## config.mk

```make
export PLATFORM = sky130hd
export DESIGN_NAME = prefetch_unit
export DESIGN_NICKNAME = d
export VERILOG_FILES = /design/src/rtl/prefetch_unit_pkg.sv /design/src/rtl/prefetch_unit_fifo_sync.sv /design/src/rtl/prefetch_unit.sv
export SDC_FILE = /design/constraint.sdc
export NUM_CORES = 1
export LEC_CHECK = 0
export CELL_PAD_IN_SITES_DETAIL_PLACEMENT = 0
export CELL_PAD_IN_SITES_GLOBAL_PLACEMENT = 1
export CORE_MARGIN = 3
export CORE_UTILIZATION = 46
export CTS_CLUSTER_DIAMETER = 150
export CTS_CLUSTER_SIZE = 28
export DETAILED_ROUTE_END_ITERATION = 16
export PLACE_DENSITY_LB_ADDON = 0.1
export RECOVER_POWER = 100
export SETUP_SLACK_MARGIN = 0.02
export SLEW_MARGIN = 10
export SYNTH_ARGS = -nofsm -noshare
export SYNTH_HDL_FRONTEND = slang
export SYNTH_SLANG_ARGS = --single-unit
```

## constraint.sdc

```tcl
create_clock -name clk -period 3.45 [get_ports clk]
set_clock_uncertainty 0.05 [all_clocks]
set_input_delay 1.035 -clock clk [delete_from_list [all_inputs] [get_ports clk]]
set_output_delay 1.035 -clock clk [all_outputs]
set_load 0.005 [all_outputs]
```

## src/rtl/prefetch_unit_pkg.sv

```systemverilog
// Shared fetch package: FSM state encoding and default fetch parameters.
package prefetch_unit_pkg;

    // Fetch sequencer states.
    typedef enum logic [1:0] {
        ST_IDLE   = 2'd0,  // waiting for queue space / halt / redirect
        ST_REQ    = 2'd1,  // read outstanding, response will be kept
        ST_DROP   = 2'd2,  // read outstanding, response will be discarded
        ST_HALTED = 2'd3   // no new fetches until a redirect
    } fetch_state_t;

    localparam int DEF_PC_STEP  = 2;
    localparam int DEF_RESET_PC = 0;

endpackage

```

## src/rtl/prefetch_unit_fifo_sync.sv

```systemverilog
// Small synchronous queue with flush; head entry readable without a pop.
module fifo_sync #(
    parameter int WIDTH = 32,
    parameter int DEPTH = 4
) (
    input  logic             clk,
    input  logic             srst,
    input  logic             flush,
    input  logic             push,
    input  logic [WIDTH-1:0] push_data,
    input  logic             pop,
    output logic [WIDTH-1:0] head_data,
    output logic             empty,
    output logic             full
);

    localparam int PTR_W = (DEPTH > 1) ? $clog2(DEPTH) : 1;
    localparam int CNT_W = PTR_W + 1;

    logic [WIDTH-1:0] mem [DEPTH];
    logic [PTR_W-1:0] wr_ptr_reg;
    logic [PTR_W-1:0] rd_ptr_reg;
    logic [CNT_W-1:0] count_reg;
    logic [CNT_W-1:0] count_next;
    logic             push_ok;
    logic             pop_ok;

    assign empty     = (count_reg == '0);
    assign full      = (count_reg == CNT_W'(DEPTH));
    assign push_ok   = push & ~full;
    assign pop_ok    = pop & ~empty;
    assign head_data = mem[rd_ptr_reg];

    // Occupancy follows push/pop; a simultaneous push and pop cancel out.
    always_comb begin
        count_next = count_reg;
        if (push_ok && !pop_ok) begin
            count_next = count_reg + CNT_W'(1);
        end else if (!push_ok && pop_ok) begin
            count_next = count_reg - CNT_W'(1);
        end
    end

    // Storage write; contents need no reset because occupancy gates visibility.
    always_ff @(posedge clk) begin
        if (push_ok) begin
            mem[wr_ptr_reg] <= push_data;
        end
    end

    // Pointers wrap naturally at the power-of-two depth; flush empties the queue.
    always_ff @(posedge clk) begin
        if (srst || flush) begin
            wr_ptr_reg <= '0;
            rd_ptr_reg <= '0;
            count_reg  <= '0;
        end else begin
            if (push_ok) begin
                wr_ptr_reg <= wr_ptr_reg + PTR_W'(1);
            end
            if (pop_ok) begin
                rd_ptr_reg <= rd_ptr_reg + PTR_W'(1);
            end
            count_reg <= count_next;
        end
    end

endmodule

```

## src/rtl/prefetch_unit.sv

```systemverilog
// Instruction prefetcher: one outstanding memory read, results queued for decode.
module prefetch_unit
    import prefetch_unit_pkg::*;
#(
    parameter int                ADDR_W   = 16,
    parameter int                INSTR_W  = 16,
    parameter int                DEPTH    = 4,
    parameter int                PC_STEP  = DEF_PC_STEP,
    parameter logic [ADDR_W-1:0] RESET_PC = ADDR_W'(DEF_RESET_PC)
) (
    input  logic               clk,
    input  logic               rst,
    input  logic               redirect,
    input  logic [ADDR_W-1:0]  redirect_pc,
    input  logic               halt,
    input  logic               out_ready,
    output logic               out_valid,
    output logic [INSTR_W-1:0] out_instr,
    output logic [ADDR_W-1:0]  out_pc_inc,
    output logic [ADDR_W-1:0]  imem_addr,
    output logic               imem_rd,
    input  logic [INSTR_W-1:0] imem_data,
    input  logic               imem_done,
    input  logic               imem_err,
    output logic               err
);

    localparam int                ENTRY_W = INSTR_W + ADDR_W;
    localparam logic [ADDR_W-1:0] PC_INC  = ADDR_W'(PC_STEP);

    fetch_state_t        state_reg;
    fetch_state_t        state_next;
    logic [ADDR_W-1:0]   fetch_pc_reg;
    logic [ADDR_W-1:0]   fetch_pc_next;
    logic [ADDR_W-1:0]   req_addr_reg;
    logic [ADDR_W-1:0]   req_addr_next;
    logic                err_reg;
    logic                q_push;
    logic                q_pop;
    logic                q_empty;
    logic                q_full;
    logic [ENTRY_W-1:0]  q_push_data;
    logic [ENTRY_W-1:0]  q_head;

    // Each entry carries the instruction and the address following it.
    assign q_push_data = {imem_data, req_addr_reg + PC_INC};

    fifo_sync #(
        .WIDTH (ENTRY_W),
        .DEPTH (DEPTH)
    ) u_queue (
        .clk       (clk),
        .srst      (rst),
        .flush     (redirect),
        .push      (q_push),
        .push_data (q_push_data),
        .pop       (q_pop),
        .head_data (q_head),
        .empty     (q_empty),
        .full      (q_full)
    );

    assign out_valid  = ~q_empty & ~rst;
    assign q_pop      = out_valid & out_ready;
    assign out_instr  = out_valid ? q_head[ENTRY_W-1 -: INSTR_W] : '0;
    assign out_pc_inc = out_valid ? q_head[ADDR_W-1:0] : '0;
    assign imem_addr  = req_addr_reg;
    assign imem_rd    = ~rst & ((state_reg == ST_REQ) || (state_reg == ST_DROP));
    assign err        = err_reg & ~rst;

    // Next-state logic; a redirect always wins over responses, pops and halt.
    always_comb begin
        state_next    = state_reg;
        fetch_pc_next = fetch_pc_reg;
        req_addr_next = req_addr_reg;
        q_push        = 1'b0;
        case (state_reg)
            ST_IDLE: begin
                if (redirect) begin
                    fetch_pc_next = redirect_pc;
                end else if (halt) begin
                    state_next = ST_HALTED;
                end else if (!q_full) begin
                    // Issue only when the queue has room for the response.
                    state_next    = ST_REQ;
                    req_addr_next = fetch_pc_reg;
                end
            end
            ST_REQ: begin
                if (redirect) begin
                    fetch_pc_next = redirect_pc;
                    state_next    = imem_done ? ST_IDLE : ST_DROP;
                end else if (imem_done) begin
                    q_push        = 1'b1;
                    fetch_pc_next = fetch_pc_reg + PC_INC;
                    state_next    = ST_IDLE;
                end
            end
            ST_DROP: begin
                if (redirect) begin
                    fetch_pc_next = redirect_pc;
                end
                if (imem_done) begin
                    state_next = ST_IDLE;
                end
            end
            ST_HALTED: begin
                if (redirect) begin
                    fetch_pc_next = redirect_pc;
                    state_next    = ST_IDLE;
                end
            end
            default: begin
                state_next = ST_IDLE;
            end
        endcase
    end

    // State, PC and sticky error registers.
    always_ff @(posedge clk) begin
        if (rst) begin
            state_reg    <= ST_IDLE;
            fetch_pc_reg <= RESET_PC;
            req_addr_reg <= RESET_PC;
            err_reg      <= 1'b0;
        end else begin
            state_reg    <= state_next;
            fetch_pc_reg <= fetch_pc_next;
            req_addr_reg <= req_addr_next;
            if (imem_err) begin
                err_reg <= 1'b1;
            end
        end
    end

endmodule

```

Yosys cells after proc, flatten, opt, wreduce, memory -nomap -nowiden --
Memory sizes are Yosys's and may differ from the RTL's. A register that Yosys moved wholly into a read port is not among the register bits. Index checks and enable logic that the tools add are counted.
Storage, ports and cells: memories kept 1, output and inout bits 51, memory bits (writable) 128, input port bits 39, logic and storage cells 70, flip-flop bits (word level) 42
Cells by class: equal/unequal tests 9, reduce and logical (&&, ||, !) cells 13, $add $sub $neg 6, multiplexer cells 23, bitwise operators 11
Memories:
- u_queue.mem | depth 4, width 32, read ports 1, clocked after memory_dff 1, write ports 1, line prefetch_unit_fifo_sync.sv:20 | logic [WIDTH-1:0] mem [DEPTH];
Operator list (number):
- $mux W16 | 5
- $add A16 B2 Y16 const B | 2
- $pmux W16 S2 | 1
- $mux W2 | 9
- $pmux W2 S4 | 1
- $and A1 B1 Y1 | 6
- $mux W3 | 2
- $ne A3 B3 Y1 const B | 2
- $mux W1 | 5
- $not A1 Y1 | 5
- $add A2 B1 Y2 const B | 2
- $eq A2 B2 Y1 const B | 2
- $ne A2 B2 Y1 const B | 2
- $reduce_and A4 Y1 | 1
- $add A3 B1 Y3 const B | 1
- $eq A3 B3 Y1 const B | 1
- $logic_not A3 Y1 | 1
- $reduce_and A3 Y1 | 1
- $reduce_or A3 Y1 | 1
- $sub A3 B1 Y3 const B | 1
- $eq A2 B1 Y1 const B | 1
- $logic_and A1 B1 Y1 | 2
- $logic_not A1 Y1 | 2
- $logic_not A2 Y1 | 1
- other kinds (4) | 5

Depth between registers and ports, before layout --
depth after elaboration 8, depth in mapped cells 10, gate-level depth less buffers 10

Cells and area by module --
Synthesis repeated with hierarchy kept, for this count alone.
Unflattened totals: cells, all modules 506, area total of the unflattened synthesis 7290.7 um2
Modules (own cells, without submodules):
- fifo_sync | cells each 217, times used 1, sequential area each 4023.9 um2, area an instance 5084.9 um2
- prefetch_unit | cells each 289, times used 1, sequential area each 700.7 um2, area an instance 2205.9 um2

Worst setup path before layout --
Ideal clock, no wire load.
kind input -> register, start point in rst, end point reg u_queue.count_reg[2], setup slack 694 ps, path buffers 1, arrival 2635 ps, cell stages on the path 9, path through clkbuf_1 -> nor3_1 -> inv_1 -> ha_1 -> inv_1 -> fa_1 -> xor2_1 -> or3_1 -> a21oi_1
On the way: longest elaborated chain between the ends 7
Ends and longest elaborated chain:
- start, declared | line prefetch_unit.sv:12 | input logic rst,
- $not A1 Y1 | line prefetch_unit.sv:63 | assign out_valid = ~q_empty & ~rst;
- $and A1 B1 Y1 | line prefetch_unit.sv:63
- $and A1 B1 Y1 | line prefetch_unit.sv:64 | assign q_pop = out_valid & out_ready;
- $and A1 B1 Y1 | line prefetch_unit_fifo_sync.sv:31 | assign pop_ok = pop & ~empty;
- $logic_not A1 Y1 | line prefetch_unit_fifo_sync.sv:37 | if (push_ok && !pop_ok) begin
- $logic_and A1 B1 Y1 | line prefetch_unit_fifo_sync.sv:37
- $mux W3 or $reduce_bool A2 Y1 (tied branches)
- end signal, assigned | line prefetch_unit_fifo_sync.sv:64 | count_reg <= count_next;
- end, declared | line prefetch_unit_fifo_sync.sv:23 | logic [CNT_W-1:0] count_reg;
Several ways; a longest one is shown, not always the timed one. A chain may end at the register's enable or synchronous reset.

Worst setup path in the final report --
start point in rst, end point out out_instr[7]
On the way: longest elaborated chain between the ends 3
Ends and longest elaborated chain:
- $not A1 Y1 | line prefetch_unit.sv:63
- $and A1 B1 Y1 | line prefetch_unit.sv:63
- $mux W16 | line prefetch_unit.sv:65 | assign out_instr = out_valid ? q_head[ENTRY_W-1 -: INSTR_W] : '0;
- end, declared | line prefetch_unit.sv:18 | output logic [INSTR_W-1:0] out_instr,
No other way between the ends.

==> flow_summary.yaml <==
outcome:
  run_status: "complete, no violations"
logic_synthesis:
  netlist_area_before_placement_um2: 7250
  sequential_to_total_area_share_from_yosys_stat_pct: 65.2
  synthDominantAreaCellType: "sky130_fd_sc_hd__edfxtp_1"
  yosysWarningCount: 0
  ys_seq_elements: 172
  synth_top_cells_by_area: "sky130_fd_sc_hd__edfxtp_1 53%, sky130_fd_sc_hd__dfxtp_1 12%, sky130_fd_sc_hd__mux4_2 9.9%, sky130_fd_sc_hd__and2_1 3.1%, sky130_fd_sc_hd__mux2i_1 2.8%"
  netlist-cell-type-count: 52
  postSynthNetCount: 522
  syn-instance-count: 470
  synth_largest_type_area_fraction_pct: 53.0
  post_synth.cell_area_avg_um2: 15.4
routing:
  vias_per_cell: 5.23
  routedWlPerCell_um: 18.1
  first_pass_drt_iterations: 4
  first_iter_violations: 227
  route.vias.total: 4212
  final_antenna_net_count: 0
  drc_violation_count_after_routing: 0
  overall_routed_net_length_mm: 14.6
setup_path:
  most_used_cell_along_the_critical_path: "sky130_fd_sc_hd__buf_6"
  cp_cell_sequence: "clkdlybuf4s15_2 > nor2_4 > buf_6 > buf_4 > buf_6 > buf_16 > and2_0 > dlygate4sd2_1"
  worstSetupStartpointType: "input port"
  timing.critical_path.from: "rst"
  cp-end-kind: "output port"
  timing.critical_path.required_ns: 2.36
  cell_type_of_the_slowest_stage_on_the_worst_timing_path: "sky130_fd_sc_hd__dlygate4sd2_1"
  delay_of_the_slowest_cell_on_the_worst_path_ns: 0.23
  cp.arrival_ns: 2.24
  worst_r2r_endpoint: "u_queue.mem[2][31]"
  worstReg2RegStart: "state_reg[1]"
  reg2regPathDepth: 7
  critical_path.max_fanout: 8
  worst_setup_path_endpoint: "out_instr[7]"
  critical_path_type: "in -> out"
  setup.reg_to_reg.worst_slack_ns: 0.57
floorplanning:
  start_util_pct: 47.3
  die_w_um: 132
  area_of_the_core_um2: 15300
  dieArea_um2: 17300
  rows: 45
  height_of_the_die_um: 132
  io-pin-count: 90
power_and_ir_drop:
  p_leak_nw: 3.37
  internal-power_mw: 3.70
  finalPower_mw: 4.76
  power_share_of_the_clock_group_pct: 39.1
  vdd_drop_max_v: 0.000347
  switching_power_mw: 1.05
  power.density_cell_area_nw_per_um2: 520
  p_comb_share_pct: 11.3
  seqPwrFrac_pct: 49.6
  proportion_of_total_power_due_to_net_switching_pct: 22.2
sta:
  post-route-min-period_ns: 3.33
  fin_ws_ns: 0.120
  slew-limit-headroom_pct: 44.1
  final-max-slew-violation-count: 0
  achievable-frequency_ghz: 0.300
  rsz_0062_raised_after_global_routing: "no"
  hold_ws_ns: 0.425
  final_min_period_over_clock_period_pct: 96.5
  number_of_setup_violations_in_the_final_report: 0
  final_hold_viol_count: 0
  worst_slew_pin_slew_ns: 0.838
global_routing:
  grt_util_met1_pct: 22.5
  grt_pass1_wl_mm: 23.8
  grt_start_max_net_pins: 36
  grt_use_total_pct: 17.8
  antenna_found_initial: 0
  grtUsageMet2_pct: 29.8
  grt.busiest_layer: "met2"
  aggregate_global_routing_overflow: 0
  global_route.usage.met3_pct: 4.98
  grt_pass1_vias: 4391
place:
  pre_cts_slack_ns: -0.191
  weighted_congestion_at_the_end_of_routability_driven_global_placement: 0.812
  hpwl_mm: 9.16
  port_buffers: 89
  dpl_cell_area_um2: 8520
finish:
  seq_area_um2: 4730
  layout.filler_cells: 1205
  area_of_the_multi_input_gates_um2: 2370
  area_growth_pct: 26.3
  largest_register_ffs: 128
  design_area_um2: 9150
  drive_gt1_share_pct: 16.1
  utilization_pct: 59.8
  layout.nets: 636
  insertedDiodeCount: 0
cts:
  path_clk_slew_ns: 0.06
  clock_latency_ns: 0.42
  tritoncts: "yes"
  number_of_buffers_added_by_the_clock_tree_synthesis_step: 17
  cts.root.buffer_cell: "sky130_fd_sc_hd__clkbuf_16"
  h-tree-depth: 4
  cts_buffer_depth: 2
  cts.sinks: 172
min_path:
  hp-class: "reg -> reg"
run:
  max-cap-violations: 0
==> synth_stat cells (all sizes together) <==
| cell type | n |
|---|---|
| edfxtp | 128 |
| nor2 | 46 |
| dfxtp | 44 |
| and2 | 37 |
| mux4 | 32 |
| mux2i | 20 |
| nand2 | 16 |
| xnor2 | 16 |
| inv | 13 |
| ha | 12 |
| nand3 | 12 |
| xor2 | 12 |
| buf | 10 |
| clkbuf | 10 |
| a211oi | 9 |
| and4 | 7 |
| nand4 | 7 |
| nor3 | 6 |
| a21oi | 4 |
| nor2b | 4 |
| o21ai | 3 |
| mux2 | 2 |
| nand2b | 2 |
| nor4 | 2 |
| nor4b | 2 |
| a2111oi | 1 |
| a311o | 1 |
| a311oi | 1 |
| a31oi | 1 |
| a32o | 1 |
| and3 | 1 |
| fa | 1 |
| nor3b | 1 |
| o2111a | 1 |
| o21a | 1 |
| o311a | 1 |
| o31a | 1 |
| o32ai | 1 |
| or3 | 1 |
==> what timing repair did <==
action,CTS,global route
buffers inserted,5,0
resized for setup,35,9
cloned,3,0
setup endpoints to repair,33,9
hold buffers,0,0
pin swaps,1,1
==> placed cells by master (no fill, tap or decap), types with 5 or more instances in the layout <==
| cell type | instances |
|---|---|
| sky130_fd_sc_hd__nand4_1 | 6 |
| sky130_fd_sc_hd__ha_1 | 12 |
| sky130_fd_sc_hd__dlygate4sd2_1 | 24 |
| sky130_fd_sc_hd__nor2_1 | 44 |
| sky130_fd_sc_hd__buf_4 | 5 |
| sky130_fd_sc_hd__and4_1 | 6 |
| sky130_fd_sc_hd__mux2i_1 | 20 |
| sky130_fd_sc_hd__and2_1 | 25 |
| sky130_fd_sc_hd__dfxtp_1 | 43 |
| sky130_fd_sc_hd__mux4_2 | 32 |
| sky130_fd_sc_hd__xnor2_1 | 16 |
| sky130_fd_sc_hd__clkdlybuf4s50_1 | 19 |
| sky130_fd_sc_hd__clkbuf_16 | 17 |
| sky130_fd_sc_hd__edfxtp_1 | 128 |
| sky130_fd_sc_hd__and2_0 | 10 |
| sky130_fd_sc_hd__nand2_1 | 16 |
| sky130_fd_sc_hd__nand3_1 | 12 |
| sky130_fd_sc_hd__clkbuf_1 | 5 |
| sky130_fd_sc_hd__a211oi_1 | 8 |
| sky130_fd_sc_hd__xor2_1 | 12 |
| sky130_fd_sc_hd__dlymetal6s2s_1 | 7 |
| sky130_fd_sc_hd__nor3_1 | 5 |
| sky130_fd_sc_hd__inv_1 | 13 |
| sky130_fd_sc_hd__dlygate4sd3_1 | 36 |
==> power by group through the flow <==
stage               logic [mW]  registers [mW]  clock network, mW
CTS                      0.576            2.36               1.90
finish                   0.537            2.36               1.86
detailed placement       0.531            2.40                  0
floorplan                0.316            2.39                  0
global placement         0.521            2.40                  0
global route             0.589            2.37               1.99
==> per-layer routing <==
layer  wire length, um  up-vias
met5                 0        -
met4               209        0
met3               645       15
met2              7310      107
met1              6400     2084
li1                  -     2006
==> worst min-delay path by stage <==
| stage | startpoint | endpoint | cells past startpoint |
|---|---|---|---|
| 6_report | err_reg | err_reg | 2 |
| 5_1_grt | err_reg | err_reg | 2 |
| 4_1_cts | err_reg | err_reg | 2 |
| 3_5_place_dp | err_reg | err_reg | 2 |
| 3_3_place_gp | err_reg | err_reg | 2 |
| 2_1_floorplan | err_reg | err_reg | 2 |
==> area by class of cell <==
type                       count  share of cell area [%]
tap                          211                    2.88
multi-input combinational    265                    25.9
timing repair buffer         115                    12.7
sequential                   172                    51.7
inverter                      13                   0.533
clock buffer                  17                    4.65
clock inverter                13                    1.65
==> per-stage QoR <==
stage,setup TNS [ns],instances
finish,0,806
global route,0,806
detailed placement,-3.75,768
global placement,-2.65,768
floorplan,0,470
CTS,0,806
==> cell families after synthesis <==
kind of cell / count (synthesis) / share of synthesized area [%]
DFF: 172 / 65.2
buffers and inverters: 33 / 2.09
and+or+nand+nor: 144 / 11.1
muxes: 54 / 13.0
AOI/OAI and AO/OA: 26 / 2.88
xor gates and xnor gates: 28 / 3.38
adders and majority gates: 13 / 2.35
==> worst max-delay path: cells and delay by family <==
family	cells	cell delay, ns
buffers and inverters	6	0.91
AND/OR/NAND/NOR	2	0.29
(Power assumes the default switching activity.)
